### src/rtl/regfile_write_arbiter_pkg.sv
// Shared constants and helpers for the register-file write arbiter slice.
//   WORDSIZE    : datapath word width (writeback data)
//   REG_ADDR_W  : architectural register address width
//   REG_NUM     : number of architectural registers
//   REG_PEND_W  : width of each per-register outstanding-write counter
//   RR_A / RR_B : round-robin pointer encodings
//   rr_flip     : pointer value naming the other requester
//   pend_max    : saturation value of a PEND_W-bit counter
package regfile_write_arbiter_pkg;

  localparam int unsigned WORDSIZE   = 32;
  localparam int unsigned REG_ADDR_W = 5;
  localparam int unsigned REG_NUM    = 32;
  localparam int unsigned REG_PEND_W = 2;

  // Round-robin pointer encodings (which requester wins the next contended cycle).
  localparam logic [0:0] RR_A = 1'b0;
  localparam logic [0:0] RR_B = 1'b1;

  function automatic logic [0:0] rr_flip(input logic [0:0] side);
    return (side == RR_A) ? RR_B : RR_A;
  endfunction

  function automatic int unsigned pend_max(input int unsigned width);
    return (32'd1 << width) - 32'd1;
  endfunction

endpackage

### src/rtl/reg_pend_scoreboard.sv
// Per-register outstanding-write counters used for RAW hazard detection.
//   CLK, RST          : clock, async active-high reset (all counters cleared)
//   inc_en/inc_addr   : a reservation of inc_addr is accepted this cycle
//   dec_en/dec_addr   : a write to dec_addr commits this cycle
//   q_addr1/2         : hazard query addresses
//   q_busy1/2         : query register has a write outstanding (combinational)
//   inc_at_max        : counter for inc_addr is saturated
//   dec_underflow     : committing write found no outstanding reservation
// Register 0 never counts and always reads idle.
module reg_pend_scoreboard
  import regfile_write_arbiter_pkg::*;
#(
  parameter int unsigned ADDR_W = REG_ADDR_W,
  parameter int unsigned NREG   = REG_NUM,
  parameter int unsigned PEND_W = REG_PEND_W
) (
  input  logic              CLK,
  input  logic              RST,
  input  logic              inc_en,
  input  logic [ADDR_W-1:0] inc_addr,
  input  logic              dec_en,
  input  logic [ADDR_W-1:0] dec_addr,
  input  logic [ADDR_W-1:0] q_addr1,
  input  logic [ADDR_W-1:0] q_addr2,
  output logic              q_busy1,
  output logic              q_busy2,
  output logic              inc_at_max,
  output logic              dec_underflow
);

  localparam int unsigned       NSLOT    = 1 << ADDR_W;
  localparam logic [PEND_W-1:0] CNT_MAX  = PEND_W'(pend_max(PEND_W));
  localparam logic [ADDR_W:0]   NREG_LIM = (ADDR_W+1)'(NREG);

  logic [PEND_W-1:0] cnt     [NSLOT];
  logic [PEND_W-1:0] cnt_nxt [NSLOT];
  logic              inc_ok;
  logic              dec_ok;

  // Register 0 and addresses beyond the implemented file never track writes.
  always_comb begin
    inc_ok = inc_en && (inc_addr != '0) && ({1'b0, inc_addr} < NREG_LIM);
    dec_ok = dec_en && (dec_addr != '0) && ({1'b0, dec_addr} < NREG_LIM);
  end

  // Next count: a same-cycle increment and decrement cancel; never wrap either way.
  always_comb begin
    for (int r = 0; r < NSLOT; r++) begin
      cnt_nxt[r] = cnt[r];
      if (inc_ok && (inc_addr == ADDR_W'(r))) begin
        if (!(dec_ok && (dec_addr == ADDR_W'(r))) && (cnt[r] != CNT_MAX)) begin
          cnt_nxt[r] = cnt[r] + PEND_W'(1);
        end
      end else if (dec_ok && (dec_addr == ADDR_W'(r)) && (cnt[r] != '0)) begin
        cnt_nxt[r] = cnt[r] - PEND_W'(1);
      end
    end
  end

  // Counter array.
  always_ff @(posedge CLK or posedge RST) begin
    if (RST) begin
      for (int r = 0; r < NSLOT; r++) begin
        cnt[r] <= '0;
      end
    end else begin
      for (int r = 0; r < NSLOT; r++) begin
        cnt[r] <= cnt_nxt[r];
      end
    end
  end

  // Queries and flags read the registered counts only (no bypass).
  always_comb begin
    q_busy1       = (q_addr1 != '0) && (cnt[q_addr1] != '0);
    q_busy2       = (q_addr2 != '0) && (cnt[q_addr2] != '0);
    inc_at_max    = (cnt[inc_addr] == CNT_MAX);
    dec_underflow = dec_ok && (cnt[dec_addr] == '0) &&
                    !(inc_ok && (inc_addr == dec_addr));
  end

endmodule

### src/rtl/regfile_write_arbiter.sv
// Shares the register file's single write port between requester A (ALU
// result) and requester B (load / long-latency unit), and tracks pending
// writes per register so issue logic can detect RAW hazards.
//   CLK, RST                      : clock, async active-high reset
//   a_valid/a_ready/a_addr/a_data : requester A writeback handshake
//   b_valid/b_ready/b_addr/b_data : requester B writeback handshake
//   rsv_valid/rsv_ready/rsv_addr  : issue-stage destination reservation
//   chk_addr1/2, chk_busy1/2      : combinational hazard queries
//   rf_regwrite/rf_write1/rf_write_data : registered REGFILE write port
//   err_unrsv                     : sticky, a write committed with nothing reserved
module regfile_write_arbiter
  import regfile_write_arbiter_pkg::*;
#(
  parameter int unsigned DATA_W = WORDSIZE,
  parameter int unsigned ADDR_W = REG_ADDR_W,
  parameter int unsigned NREG   = REG_NUM,
  parameter int unsigned PEND_W = REG_PEND_W
) (
  input  logic              CLK,
  input  logic              RST,
  input  logic              a_valid,
  output logic              a_ready,
  input  logic [ADDR_W-1:0] a_addr,
  input  logic [DATA_W-1:0] a_data,
  input  logic              b_valid,
  output logic              b_ready,
  input  logic [ADDR_W-1:0] b_addr,
  input  logic [DATA_W-1:0] b_data,
  input  logic              rsv_valid,
  output logic              rsv_ready,
  input  logic [ADDR_W-1:0] rsv_addr,
  input  logic [ADDR_W-1:0] chk_addr1,
  input  logic [ADDR_W-1:0] chk_addr2,
  output logic              chk_busy1,
  output logic              chk_busy2,
  output logic              rf_regwrite,
  output logic [ADDR_W-1:0] rf_write1,
  output logic [DATA_W-1:0] rf_write_data,
  output logic              err_unrsv
);

  logic [0:0]        rr_ptr;
  logic              contend;
  logic              grant_a;
  logic              grant_b;
  logic              accept;
  logic [ADDR_W-1:0] acc_addr;
  logic [DATA_W-1:0] acc_data;
  logic              rsv_fire;
  logic              rsv_dec_same;
  logic              sb_inc_at_max;
  logic              sb_underflow;

  // Grant: a lone requester always wins; on contention the pointer decides.
  always_comb begin
    contend = a_valid && b_valid;
    grant_a = 1'b0;
    grant_b = 1'b0;
    if (!RST) begin
      if (contend) begin
        grant_a = (rr_ptr == RR_A);
        grant_b = (rr_ptr == RR_B);
      end else begin
        grant_a = a_valid;
        grant_b = b_valid;
      end
    end
    accept   = grant_a || grant_b;
    acc_addr = grant_b ? b_addr : a_addr;
    acc_data = grant_b ? b_data : a_data;
  end

  assign a_ready = grant_a;
  assign b_ready = grant_b;

  // A saturated counter can still take a reservation if its write commits now.
  always_comb begin
    rsv_dec_same = rf_regwrite && (rf_write1 == rsv_addr);
    rsv_ready    = !RST && (!sb_inc_at_max || rsv_dec_same);
    rsv_fire     = rsv_valid && rsv_ready;
  end

  // Pointer only moves after a contended grant.
  always_ff @(posedge CLK or posedge RST) begin
    if (RST) begin
      rr_ptr <= RR_A;
    end else if (contend && accept) begin
      rr_ptr <= rr_flip(rr_ptr);
    end
  end

  // Single-entry output stage; drains every cycle. Writes to x0 are swallowed.
  always_ff @(posedge CLK or posedge RST) begin
    if (RST) begin
      rf_regwrite   <= 1'b0;
      rf_write1     <= '0;
      rf_write_data <= '0;
      err_unrsv     <= 1'b0;
    end else begin
      rf_regwrite <= accept && (acc_addr != '0);
      if (accept) begin
        rf_write1     <= acc_addr;
        rf_write_data <= acc_data;
      end
      if (sb_underflow) begin
        err_unrsv <= 1'b1;
      end
    end
  end

  // Counts are released by the write actually presented to the register file.
  reg_pend_scoreboard #(
    .ADDR_W (ADDR_W),
    .NREG   (NREG),
    .PEND_W (PEND_W)
  ) u_scoreboard (
    .CLK           (CLK),
    .RST           (RST),
    .inc_en        (rsv_fire),
    .inc_addr      (rsv_addr),
    .dec_en        (rf_regwrite),
    .dec_addr      (rf_write1),
    .q_addr1       (chk_addr1),
    .q_addr2       (chk_addr2),
    .q_busy1       (chk_busy1),
    .q_busy2       (chk_busy2),
    .inc_at_max    (sb_inc_at_max),
    .dec_underflow (sb_underflow)
  );

endmodule

### config.mk
export PLATFORM = sky130hd
export DESIGN_NAME = regfile_write_arbiter
export DESIGN_NICKNAME = d
export VERILOG_FILES = /design/src/rtl/regfile_write_arbiter_pkg.sv /design/src/rtl/reg_pend_scoreboard.sv /design/src/rtl/regfile_write_arbiter.sv
export SDC_FILE = /design/constraint.sdc
export NUM_CORES = 1
export LEC_CHECK = 0
export CAP_MARGIN = 5
export CELL_PAD_IN_SITES_DETAIL_PLACEMENT = 0
export CELL_PAD_IN_SITES_GLOBAL_PLACEMENT = 2
export CORE_MARGIN = 10
export CORE_UTILIZATION = 33
export CTS_BUF_LIST = sky130_fd_sc_hd__clkbuf_8
export DETAILED_ROUTE_END_ITERATION = 10
export PLACE_DENSITY_LB_ADDON = 0.25
export SLEW_MARGIN = 20
export SYNTH_ARGS = -nofsm -noshare
export SYNTH_HDL_FRONTEND = slang
export SYNTH_SLANG_ARGS = --single-unit
### constraint.sdc
create_clock -name CLK -period 7.1 [get_ports CLK]
set_input_delay 1.775 -clock CLK [delete_from_list [all_inputs] [get_ports CLK]]
set_output_delay 1.775 -clock CLK [all_outputs]
set_load 0.03 [all_outputs]
Word level (Yosys, flattened, before mapping)
Cells that the tools add are included.

cells by class
  add/sub/neg operators = 64
  equal/unequal tests = 129
  bitwise logic cells = 5
  mux-type cells = 115
  order comparisons = 4
  reduce and logical (&&, ||, !) cells = 284

operators by type and width
  operator             number
  $mux 2               104
  $eq 5x5->1 const B   32
  $logic_and 1x1->1    141
  $reduce_bool 2->1    66
  $ne 2x2->1 const B   64
  $eq 5x4->1 const B   16
  $add 2x1->2 const B  32
  $reduce_and 2->1     32
  $sub 2x1->2 const B  32
  $bmux 2 s5           4
  $eq 5x3->1 const B   8
  $logic_not 1->1      35
  $mux 32              1
  $reduce_bool 5->1    5
  $ge 6x6->1 const B   4
  $not 5->6            4
  $eq 5x2->1 const B   4
  $eq 5x1->1 const B   2
  $eq 5x5->1           2
  $logic_not 5->1      2
  $mux 1               5
  $mux 5               1
  $eq 2x2->1 const B   1
  $logic_not 2->1      1
  2 further kinds      3

word-level totals
  input bits = 94
  register bits after elaboration = 104
  word-level logic and storage cells = 638

Depth between registers and ports, before layout
Gate-level depths: netlist of run 1.

  depth after elaboration = 13
  gate-level depth with buffers = 12
  gate-level depth less buffers = 7

Cells and area by module
Synthesis of run 1 repeated with hierarchy kept, for this count alone.

second synthesis, totals
  cells, all modules = 909
  area total of the unflattened synthesis = 7415.9 um2

by module, submodules not included
  module                 area an instance (um2)  seq. area each (um2)  cells an instance  times used
  reg_pend_scoreboard    5300.1                  1601.5                667                1
  regfile_write_arbiter  2115.8                  1001.0                242                1

Worst setup path before layout of run 1
Ideal clock, no wire load.

  path kind = input to output
  start = in RST
  end = out b_ready
  path slack = 159 ps
  buffers on the path = 2
  stages = 4
  required time = 5325 ps
  data arrival time = 5166 ps
  cell sequence = inv_1 -> and3_1 -> clkbuf_1 -> buf_1

between the ends
  cells in the longest elaborated chain, start to end = 1

RTL lines
  element             line                         RTL
  start: declaration  regfile_write_arbiter.sv:20  input logic RST,
  $mux 1              regfile_write_arbiter.sv:59  if (!RST) begin
  end: declaration    regfile_write_arbiter.sv:26  output logic b_ready,

No other way between the ends.

Final worst setup path of run 1
  start = in rsv_addr[3]
  end = out rsv_ready

between the ends
  cells in the longest elaborated chain, start to end = 8
  elaborated cells between the ends (all ways) = 10
  those cells by class = eq/ne (2); mux (3); bitwise (1); reduce/logical (4)

RTL lines
  element                                     line                         RTL
  start: declaration                          regfile_write_arbiter.sv:31  input logic [ADDR_W-1:0] rsv_addr,
  $not 5->6 (not written as such)             reg_pend_scoreboard.sv:77    inc_at_max = (cnt[inc_addr] == CNT_MAX);
  $bmux 2 s5                                  reg_pend_scoreboard.sv:77
  $mux 2 (not written as such) (2 in series)  reg_pend_scoreboard.sv:77
  $eq 2x2->1                                  reg_pend_scoreboard.sv:77
  $logic_not 1->1                             regfile_write_arbiter.sv:79  rsv_ready = !RST && (!sb_inc_at_max || rsv_dec_same);
  $logic_or 1x1->1 (*)                        regfile_write_arbiter.sv:79
  $logic_and 1x1->1 (*)                       regfile_write_arbiter.sv:79
  end: declaration                            regfile_write_arbiter.sv:30  output logic rsv_ready,

Every way passes the cells marked *; elsewhere a longest branch is shown, timed or not. The select of a mux whose other input is x is not followed.

==> results of run 1 <==
## power breakdown
group	internal [mW]	total, mW	leakage [nW]	switching (mW)
clock	0.136	0.379	0.0949	0.243
combinational	0.310	0.683	2.07	0.374
sequential	0.674	0.768	1.31	0.0937
total	1.12	1.83	3.48	0.710
## cell families after synthesis
family	share of synthesized area
AND/OR/NAND/NOR	0.234
AO/OA/AOI/OAI	0.170
flip-flops	0.359
multiplexers	0.186
buffers and inverters	0.0431
XOR/XNOR	0.00845
## final timing paths
kind	slack, ns	startpoint	to
hold / removal	0.39	u_scoreboard.cnt[63]$_DFFE_PP0P_	u_scoreboard.cnt[63]$_DFFE_PP0P_
setup / recovery	0.67	rsv_addr[3]	rsv_ready
max in group asynchronous	4.25	RST	rf_write_data[10]$_DFFE_PP0P_
min in group asynchronous	1.83	RST	u_scoreboard.cnt[0]$_DFFE_PP0P_
hold reg to reg	0.39	u_scoreboard.cnt[63]$_DFFE_PP0P_	u_scoreboard.cnt[63]$_DFFE_PP0P_
setup reg to reg	4.42	u_scoreboard.cnt[30]$_DFFE_PP0P_	u_scoreboard.cnt[10]$_DFFE_PP0P_
## cells in the mapped netlist, types with 3 or more instances
cell type,n,share of area
sky130_fd_sc_hd__o2111ai_1,9,0.011
sky130_fd_sc_hd__buf_4,5,0.0052
sky130_fd_sc_hd__inv_1,20,0.010
sky130_fd_sc_hd__clkbuf_1,29,0.015
sky130_fd_sc_hd__mux4_2,35,0.11
sky130_fd_sc_hd__o21bai_1,3,0.0031
sky130_fd_sc_hd__a21oi_1,59,0.041
sky130_fd_sc_hd__or2_2,4,0.0034
sky130_fd_sc_hd__nor3_1,33,0.023
sky130_fd_sc_hd__or3_1,7,0.0060
sky130_fd_sc_hd__o21ai_0,80,0.055
sky130_fd_sc_hd__buf_6,3,0.0047
sky130_fd_sc_hd__nor2_1,98,0.051
sky130_fd_sc_hd__nand3b_1,3,0.0031
sky130_fd_sc_hd__buf_2,7,0.0048
sky130_fd_sc_hd__nor4_1,4,0.0034
sky130_fd_sc_hd__a21o_1,4,0.0041
sky130_fd_sc_hd__and4_1,4,0.0048
sky130_fd_sc_hd__a211oi_1,3,0.0031
sky130_fd_sc_hd__xor2_1,3,0.0036
sky130_fd_sc_hd__a221oi_1,6,0.0072
sky130_fd_sc_hd__dfrtp_1,104,0.36
sky130_fd_sc_hd__nand3_1,28,0.019
sky130_fd_sc_hd__o211ai_1,3,0.0031
sky130_fd_sc_hd__mux2i_1,47,0.065
sky130_fd_sc_hd__nand2b_1,8,0.0069
sky130_fd_sc_hd__mux2_2,7,0.011
sky130_fd_sc_hd__buf_1,6,0.0031
sky130_fd_sc_hd__xnor2_1,4,0.0048
sky130_fd_sc_hd__nand2_1,107,0.055
sky130_fd_sc_hd__nor2b_1,10,0.0086
sky130_fd_sc_hd__nand4_1,3,0.0026
sky130_fd_sc_hd__and3_1,22,0.019
## stage by stage
stage	setup slack, ns	hold WS [ns]
final	0.674	0.391
after global routing	0.605	0.404
after CTS	0.686	0.394
after detailed placement	0.691	0.369
after global placement	0.691	0.369
after floorplan	0.159	0.425
## registers in the layout, indices dropped and copies added, names as in the netlist
name	count
u_scoreboard.cnt	64
rf_write_data	32
rf_write1	5
err_unrsv	1
rf_regwrite	1
rr_ptr	1
## area by class of cell
cell class,instances,area [um^2],share of cell area
clock buffers,9,124,0.0136
clock inverters,7,66.3,0.00729
inverters,20,77.6,0.00853
multi-input cells,645,4360,0.480
flip-flops and latches,104,2600,0.286
well taps,280,350,0.0385
repair buffers,156,1510,0.166
## metal layers
metal  share of wire  vias to the layer above  routed length, um
met5               0                        -                  0
met4           0.015                        0                375
met3            0.11                       26               2620
met2            0.43                      289              10700
met1            0.45                     3116              11100
li1                -                     3235                  -
## layout by cell type, fill, tap and decap left out, drive strengths merged, types with 3 or more instances in the layout
cell,netlist,layout
o211ai,4,4
nand2,107,107
o2111ai,9,9
inv,20,23
mux2,7,7
a221oi,8,8
a21oi,60,60
a21o,4,4
a211oi,4,4
nand4,4,4
nor4,5,5
xnor2,4,4
or3,9,9
clkinv,0,3
nand3,29,29
nand2b,8,8
o21bai,3,3
xor2,3,3
clkbuf,29,9
and3,22,22
nor2,98,98
nor2b,10,10
buf,21,19
and4,4,4
dfrtp,104,104
clkdlybuf4s50,0,137
o21ai,80,80
nand3b,3,3
nor3,34,34
mux2i,48,48
mux4,35,35
or2,4,4
nor4b,3,3
==> impl_table.tex, run 1 <==
\begin{tabular}{lr}
\hline
Metric & Value \\
\hline
\multicolumn{2}{l}{\textbf{Floorplanning}} \\
\quad Effective utilization at floorplan & 0.334 \\
\quad Number of placement rows & 54 \\
\quad Area of the die & 28300 um\^{}2 \\
\quad Top Ports & 138 \\
\quad Core box area & 21800 um\^{}2 \\
\quad Height of the chip & 168 um \\
\quad Horizontal die dimension & 168 um \\
\multicolumn{2}{l}{\textbf{Synth}} \\
\quad Count of flip-flops with a built-in enable after synthesis & 0 \\
\quad Syn nets & 913 \\
\quad Cell area after synthesis & 7260 um\^{}2 \\
\quad Yosys Warn Count & 0 \\
\quad Sequential area share after synthesis & 0.359 \\
\quad Average instance area after synthesis & 8.86 um\^{}2 \\
\quad Primary flip-flop cell chosen by synthesis mapping & sky130\_fd\_sc\_hd\_\_dfrtp\_1 \\
\quad Mapped Cells & 819 \\
\quad Number of unique standard cell types used by synthesis & 69 \\
\quad Share of synthesized registers carrying an async set or reset & 1.00 \\
\quad Number of storage elements in the synthesis netlist & 104 \\
\multicolumn{2}{l}{\textbf{Drt}} \\
\quad Drt drc & 0 \\
\quad Via count & 6666 \\
\quad Mean routed wirelength per cell & 20.2 um \\
\quad Drt initial violations & 427 \\
\quad Ratio of routed vias to standard cells & 5.46 \\
\quad Final Routed Wirelength & 24.7 mm \\
\quad First-pass iteration count of the detailed router & 5 \\
\quad Count of antenna-violating nets left after detailed routing & 0 \\
\multicolumn{2}{l}{\textbf{Clocking}} \\
\quad Hold-fix buffers at CTS & 0 \\
\quad Clock buffers created by TritonCTS & 9 \\
\quad Maximum clock path buffer count & 2 \\
\quad H-tree depth & 3 \\
\quad Clk Latency, worst-skew pair & 0.40 ns \\
\quad Number of resized instances in the post-cts repair step & 0 \\
\quad Clock sink count & 104 \\
\quad Clk pin slew, worst setup/hold paths & 0.11 ns \\
\quad CTS tree & done \\
\quad Postcts setup bufs & 0 \\
\quad Root buffer cell & sky130\_fd\_sc\_hd\_\_clkbuf\_8 \\
\multicolumn{2}{l}{\textbf{Global routing}} \\
\quad Met3 Track Usage GR & 0.0717 \\
\quad Highest-utilization routing layer at the global route stage & met2 \\
\quad Wire length of the first global-routing pass & 38.6 mm \\
\quad Pin count of the biggest net entering global routing & 76 \\
\quad Number of antenna violations at the first check in global routing & 0 \\
\quad Global-route met2 utilization & 0.254 \\
\quad Vias in the first global route & 6615 \\
\quad Gr usage total & 0.171 \\
\quad M1 GR Usage & 0.226 \\
\quad Congestion Overflow GR & 0 \\
\multicolumn{2}{l}{\textbf{STA}} \\
\quad Post-layout minimum cycle time & 6.43 ns \\
\quad Share of the clock period used by the worst path & 0.905 \\
\quad Final hold violations & 0 \\
\quad Number of setup violations in the final report & 0 \\
\quad Highest Clock Rate & 156 MHz \\
\quad Unrepaired setup endpoints after global routing & no \\
\quad Worst clock skew & 0.0164 ns \\
\quad Final-report max-slew violation count & 0 \\
\quad Setup TNS & 0 ns \\
\quad Pin slew with the least headroom to its limit & 0.923 ns \\
\quad Relative slew slack & 0.384 \\
\multicolumn{2}{l}{\textbf{Critical path}} \\
\quad Worst R2R Path Depth & 7 \\
\quad Crit path kind & primary input to output port \\
\quad CP required & 5.33 ns \\
\quad Type of element capturing the critical path & output port \\
\quad Cell-by-cell listing of the critical path & clkdlybuf4s50\_1 > mux4\_2 > o211ai\_2 > o21ai\_0 > a31oi\_1 > clkdlybuf4s50\_1 \\
\quad Slowest library cell on the worst path & sky130\_fd\_sc\_hd\_\_clkdlybuf4s50\_1 \\
\quad Most prevalent standard cell on the critical path & sky130\_fd\_sc\_hd\_\_clkdlybuf4s50\_1 \\
\quad CP Depth & 6 \\
\quad Delay of the slowest cell on the worst path & 0.76 ns \\
\quad CP bufs+invs & 2 \\
\quad Arrival time of the worst setup path & 4.65 ns \\
\quad Kind of launch point of the worst setup path & primary input \\
\quad Maximum fanout along the worst path & 12 \\
\quad Top Family by Delay on Critical Path & buffers and inverters \\
\multicolumn{2}{l}{\textbf{Place}} \\
\quad Estimated wirelength of the detail-placed design & 19.0 mm \\
\quad Port buffer count & 137 \\
\quad Gpl congestion & 0.874 \\
\quad Placed Instance Area & 8900 um\^{}2 \\
\quad DP Cell Count & 1205 \\
\multicolumn{2}{l}{\textbf{Outcome}} \\
\quad Outcome & complete, no violations \\
\multicolumn{2}{l}{\textbf{Cells and area}} \\
\quad Diode count & 0 \\
\quad Fraction of final layout cells with drive strength greater than 1 & 0.107 \\
\quad Final core occ & 0.418 \\
\quad Growth of design area from synthesis to finish & 25.3\% \\
\quad Layout net count & 1030 \\
\quad Number of filler cells placed in the layout & 2216 \\
\quad Count of non-filler cells in the finished layout & 1221 \\
\quad Fin area & 9100 um\^{}2 \\
\multicolumn{2}{l}{\textbf{Power and ir drop}} \\
\quad Worst-case vdd ir drop & 0.0810 mV \\
\quad Leakage & 3.48 nW \\
\quad Total power & 1.83 mW \\
\quad Pwr per Cell Area & 201 nW/um\^{}2 \\
\multicolumn{2}{l}{\textbf{Hold path}} \\
\quad Hold Crit Depth & 0 \\
\quad Type of the most critical hold path & flop to flop \\
\multicolumn{2}{l}{\textbf{Flow run}} \\
\quad MaxCap Viol Count & 0 \\
\hline
\end{tabular}
Power figures use the tool's default switching activity.
==> run 2, diff against run 1 <==
Settings changed: CORE_ASPECT_RATIO set to 0.75, CORE_UTILIZATION 33 to 32, CTS_BUF_LIST sky130_fd_sc_hd__clkbuf_8 to unset.
==> impl_table.tex, run 2 (synthesis results as in run 1) <==
\begin{tabular}{lr}
\hline
Metric & Value \\
\hline
\multicolumn{2}{l}{\textbf{Power and ir drop}} \\
\quad Pwr per Cell Area & 215 nW/um\^{}2 (was 201 nW/um\^{}2) \\
\quad Leakage & 3.51 nW (was 3.48 nW) \\
\quad Worst-case vdd ir drop & 0.128 mV (was 0.0810 mV) \\
\multicolumn{2}{l}{\textbf{Clocking}} \\
\quad Root buffer cell & sky130\_fd\_sc\_hd\_\_clkbuf\_16 (was sky130\_fd\_sc\_hd\_\_clkbuf\_8) \\
\quad Clock buffers created by TritonCTS & 9 (unchanged) \\
\quad Maximum clock path buffer count & 2 (unchanged) \\
\quad Postcts setup bufs & 0 (unchanged) \\
\quad H-tree depth & 3 (unchanged) \\
\quad Clock sink count & 104 (unchanged) \\
\quad Hold-fix buffers at CTS & 0 (unchanged) \\
\quad Clk Latency, worst-skew pair & 0.37 ns (was 0.40 ns) \\
\quad Clk pin slew, worst setup/hold paths & 0.08 ns (was 0.11 ns) \\
\quad CTS tree & done (unchanged) \\
\quad Number of resized instances in the post-cts repair step & 0 (unchanged) \\
\multicolumn{2}{l}{\textbf{STA}} \\
\quad Worst clock skew & 0.0117 ns (was 0.0164 ns) \\
\quad Unrepaired setup endpoints after global routing & no (unchanged) \\
\quad Setup TNS & 0 ns (unchanged) \\
\quad Pin slew with the least headroom to its limit & 0.952 ns (was 0.923 ns) \\
\quad Highest Clock Rate & 160 MHz (was 156 MHz) \\
\quad Setup ws final & 0.866 ns (was 0.674 ns) \\
\quad Final-report max-slew violation count & 0 (unchanged) \\
\quad Post-layout minimum cycle time & 6.23 ns (was 6.43 ns) \\
\quad Share of the clock period used by the worst path & 0.878 (was 0.905) \\
\quad Worst hold slack & 0.379 ns (was 0.391 ns) \\
\quad Relative slew slack & 0.360 (was 0.384) \\
\quad Final hold violations & 0 (unchanged) \\
\quad Number of setup violations in the final report & 0 (unchanged) \\
\multicolumn{2}{l}{\textbf{Cells and area}} \\
\quad Layout net count & 1027 (was 1030) \\
\quad Largest Register & u\_scoreboard.cnt (unchanged) \\
\quad Number of filler cells placed in the layout & 2157 (was 2216) \\
\quad Highest-count cells in the layout ignoring fill and taps & sky130\_fd\_sc\_hd\_\_clkdlybuf4s50\_1, sky130\_fd\_sc\_hd\_\_nand2\_1, sky130\_fd\_sc\_hd\_\_dfrtp\_1 (unchanged) \\
\quad Fraction of final layout cells with drive strength greater than 1 & 0.104 (was 0.107) \\
\quad Commonest non-fill, non-tap cell in the layout & sky130\_fd\_sc\_hd\_\_clkdlybuf4s50\_1 (unchanged) \\
\quad Fin area & 9190 um\^{}2 (was 9100 um\^{}2) \\
\quad Diode count & 0 (unchanged) \\
\quad Growth of design area from synthesis to finish & 26.6\% (was 25.3\%) \\
\quad Largest register FFs & 64 (unchanged) \\
\quad Largest registers in the final layout & u\_scoreboard.cnt (64), rf\_write\_data (32), rf\_write1 (5) (unchanged) \\
\multicolumn{2}{l}{\textbf{Drt}} \\
\quad Ratio of routed vias to standard cells & 5.43 (was 5.46) \\
\quad First-pass iteration count of the detailed router & 5 (unchanged) \\
\quad Count of antenna-violating nets left after detailed routing & 0 (unchanged) \\
\quad Drt drc & 0 (unchanged) \\
\quad Via count & 6692 (was 6666) \\
\quad Drt initial violations & 594 (was 427) \\
\quad Mean routed wirelength per cell & 21.2 um (was 20.2 um) \\
\quad Final Routed Wirelength & 26.1 mm (was 24.7 mm) \\
\multicolumn{2}{l}{\textbf{Critical path}} \\
\quad Reg2Reg Capture Point & u\_scoreboard.cnt[10]\$\_DFFE\_PP0P\_ (unchanged) \\
\quad Type of element capturing the critical path & output port (unchanged) \\
\quad Arrival time of the worst setup path & 4.46 ns (was 4.65 ns) \\
\quad Setup slack of the worst register-to-register path & 4.32 ns (was 4.42 ns) \\
\quad CP required & 5.33 ns (about the same) \\
\quad Launching point of the worst reg2reg path & u\_scoreboard.cnt[30]\$\_DFFE\_PP0P\_ (unchanged) \\
\quad Worst R2R Path Depth & 7 (unchanged) \\
\quad Crit path kind & primary input to output port (unchanged) \\
\quad Maximum fanout along the worst path & 16 (was 12) \\
\quad Kind of launch point of the worst setup path & primary input (unchanged) \\
\multicolumn{2}{l}{\textbf{Global routing}} \\
\quad Gr usage total & 0.178 (was 0.171) \\
\quad Number of antenna violations at the first check in global routing & 0 (unchanged) \\
\quad Pin count of the biggest net entering global routing & 55 (was 76) \\
\quad Congestion Overflow GR & 0 (unchanged) \\
\quad Wire length of the first global-routing pass & 40.3 mm (was 38.6 mm) \\
\quad Vias in the first global route & 6433 (was 6615) \\
\multicolumn{2}{l}{\textbf{Hold path}} \\
\quad Launch instance of the worst min-delay path & u\_scoreboard.cnt[62]\$\_DFFE\_PP0P\_ (was u\_scoreboard.cnt[63]\$\_DFFE\_PP0P\_) \\
\quad Type of the most critical hold path & flop to flop (unchanged) \\
\quad Worst Hold End & u\_scoreboard.cnt[62]\$\_DFFE\_PP0P\_ (was u\_scoreboard.cnt[63]\$\_DFFE\_PP0P\_) \\
\quad Hold Crit Depth & 0 (unchanged) \\
\multicolumn{2}{l}{\textbf{Place}} \\
\quad Placed Instance Area & 8900 um\^{}2 (unchanged) \\
\quad Estimated wirelength of the detail-placed design & 20.4 mm (was 19.0 mm) \\
\quad Port buffer count & 137 (unchanged) \\
\quad Gpl congestion & 0.937 (was 0.874) \\
\quad Worst slack after detailed placement & 0.818 ns (was 0.691 ns) \\
\multicolumn{2}{l}{\textbf{Floorplanning}} \\
\quad Horizontal die dimension & 194 um (was 168 um) \\
\quad Area of the die & 29200 um\^{}2 (was 28300 um\^{}2) \\
\quad Top Ports & 138 (unchanged) \\
\quad Effective utilization at floorplan & 0.327 (was 0.334) \\
\quad Core box area & 22200 um\^{}2 (was 21800 um\^{}2) \\
\quad Number of placement rows & 47 (was 54) \\
\quad Height of the chip & 150 um (was 168 um) \\
\multicolumn{2}{l}{\textbf{Outcome}} \\
\quad Outcome & complete, no violations (unchanged) \\
\multicolumn{2}{l}{\textbf{Flow run}} \\
\quad MaxCap Viol Count & 0 (unchanged) \\
\hline
\end{tabular}
-- run 2: worst max-delay path by stage --
stage                startpoint         to  slack (ns)  cells after the start
finish              rsv_addr[1]  rsv_ready        0.87                      8
global route        rsv_addr[1]  rsv_ready        0.72                      8
CTS                 rsv_addr[1]  rsv_ready        0.82                      8
detailed placement  rsv_addr[1]  rsv_ready        0.82                      8
global placement    rsv_addr[1]  rsv_ready        0.87                      8
floorplan                   RST    b_ready        0.16                      4
-- run 2: metal layers --
layer / vias up / routed length (um) / global-route usage
met3: 26 / 1890 / 0.0444
met4: 0 / 269 / 0.0391
met1: 3220 / 12600 / 0.256
met5: - / 0 / 0
li1: 3224 / - / -
met2: 222 / 11300 / 0.262
-- run 2: power breakdown --
| part | switching, mW | internal, mW | total (mW) |
|---|---|---|---|
| Combinational | 0.380 | 0.308 | 0.688 |
| Sequential | 0.0970 | 0.674 | 0.771 |
| Clock | 0.269 | 0.249 | 0.518 |
| Total | 0.747 | 1.23 | 1.98 |
-- run 2: worst max-delay path, cell delays in order --
cell                              delay (ns)
sky130_fd_sc_hd__clkdlybuf4s50_1        0.45
sky130_fd_sc_hd__buf_4                  0.24
sky130_fd_sc_hd__mux4_2                 0.51
sky130_fd_sc_hd__nand2b_1               0.16
sky130_fd_sc_hd__o211ai_2               0.16
sky130_fd_sc_hd__o21ai_0                0.14
sky130_fd_sc_hd__a31oi_1                0.28
sky130_fd_sc_hd__clkdlybuf4s50_1        0.73
-- run 2: final cells by class --
class | instances | area (um^2) | area share
Tap cell | 294 | 368 | 0.0400
Sequential cell | 104 | 2600 | 0.283
Clock inverter | 6 | 58.8 | 0.00640
Clock buffer | 10 | 229 | 0.0249
Timing Repair Buffer | 153 | 1490 | 0.162
Multi-Input combinational cell | 645 | 4360 | 0.475
Inverter | 20 | 77.6 | 0.00844
-- run 2: through the flow --
stage,utilization,power (mW),instances
after global routing,0.414,2.08,1232
after CTS,0.414,1.99,1232
final,0.414,1.98,1232
after global placement,0.401,1.47,1216
after detailed placement,0.401,1.47,1216
after floorplan,-,1.19,819
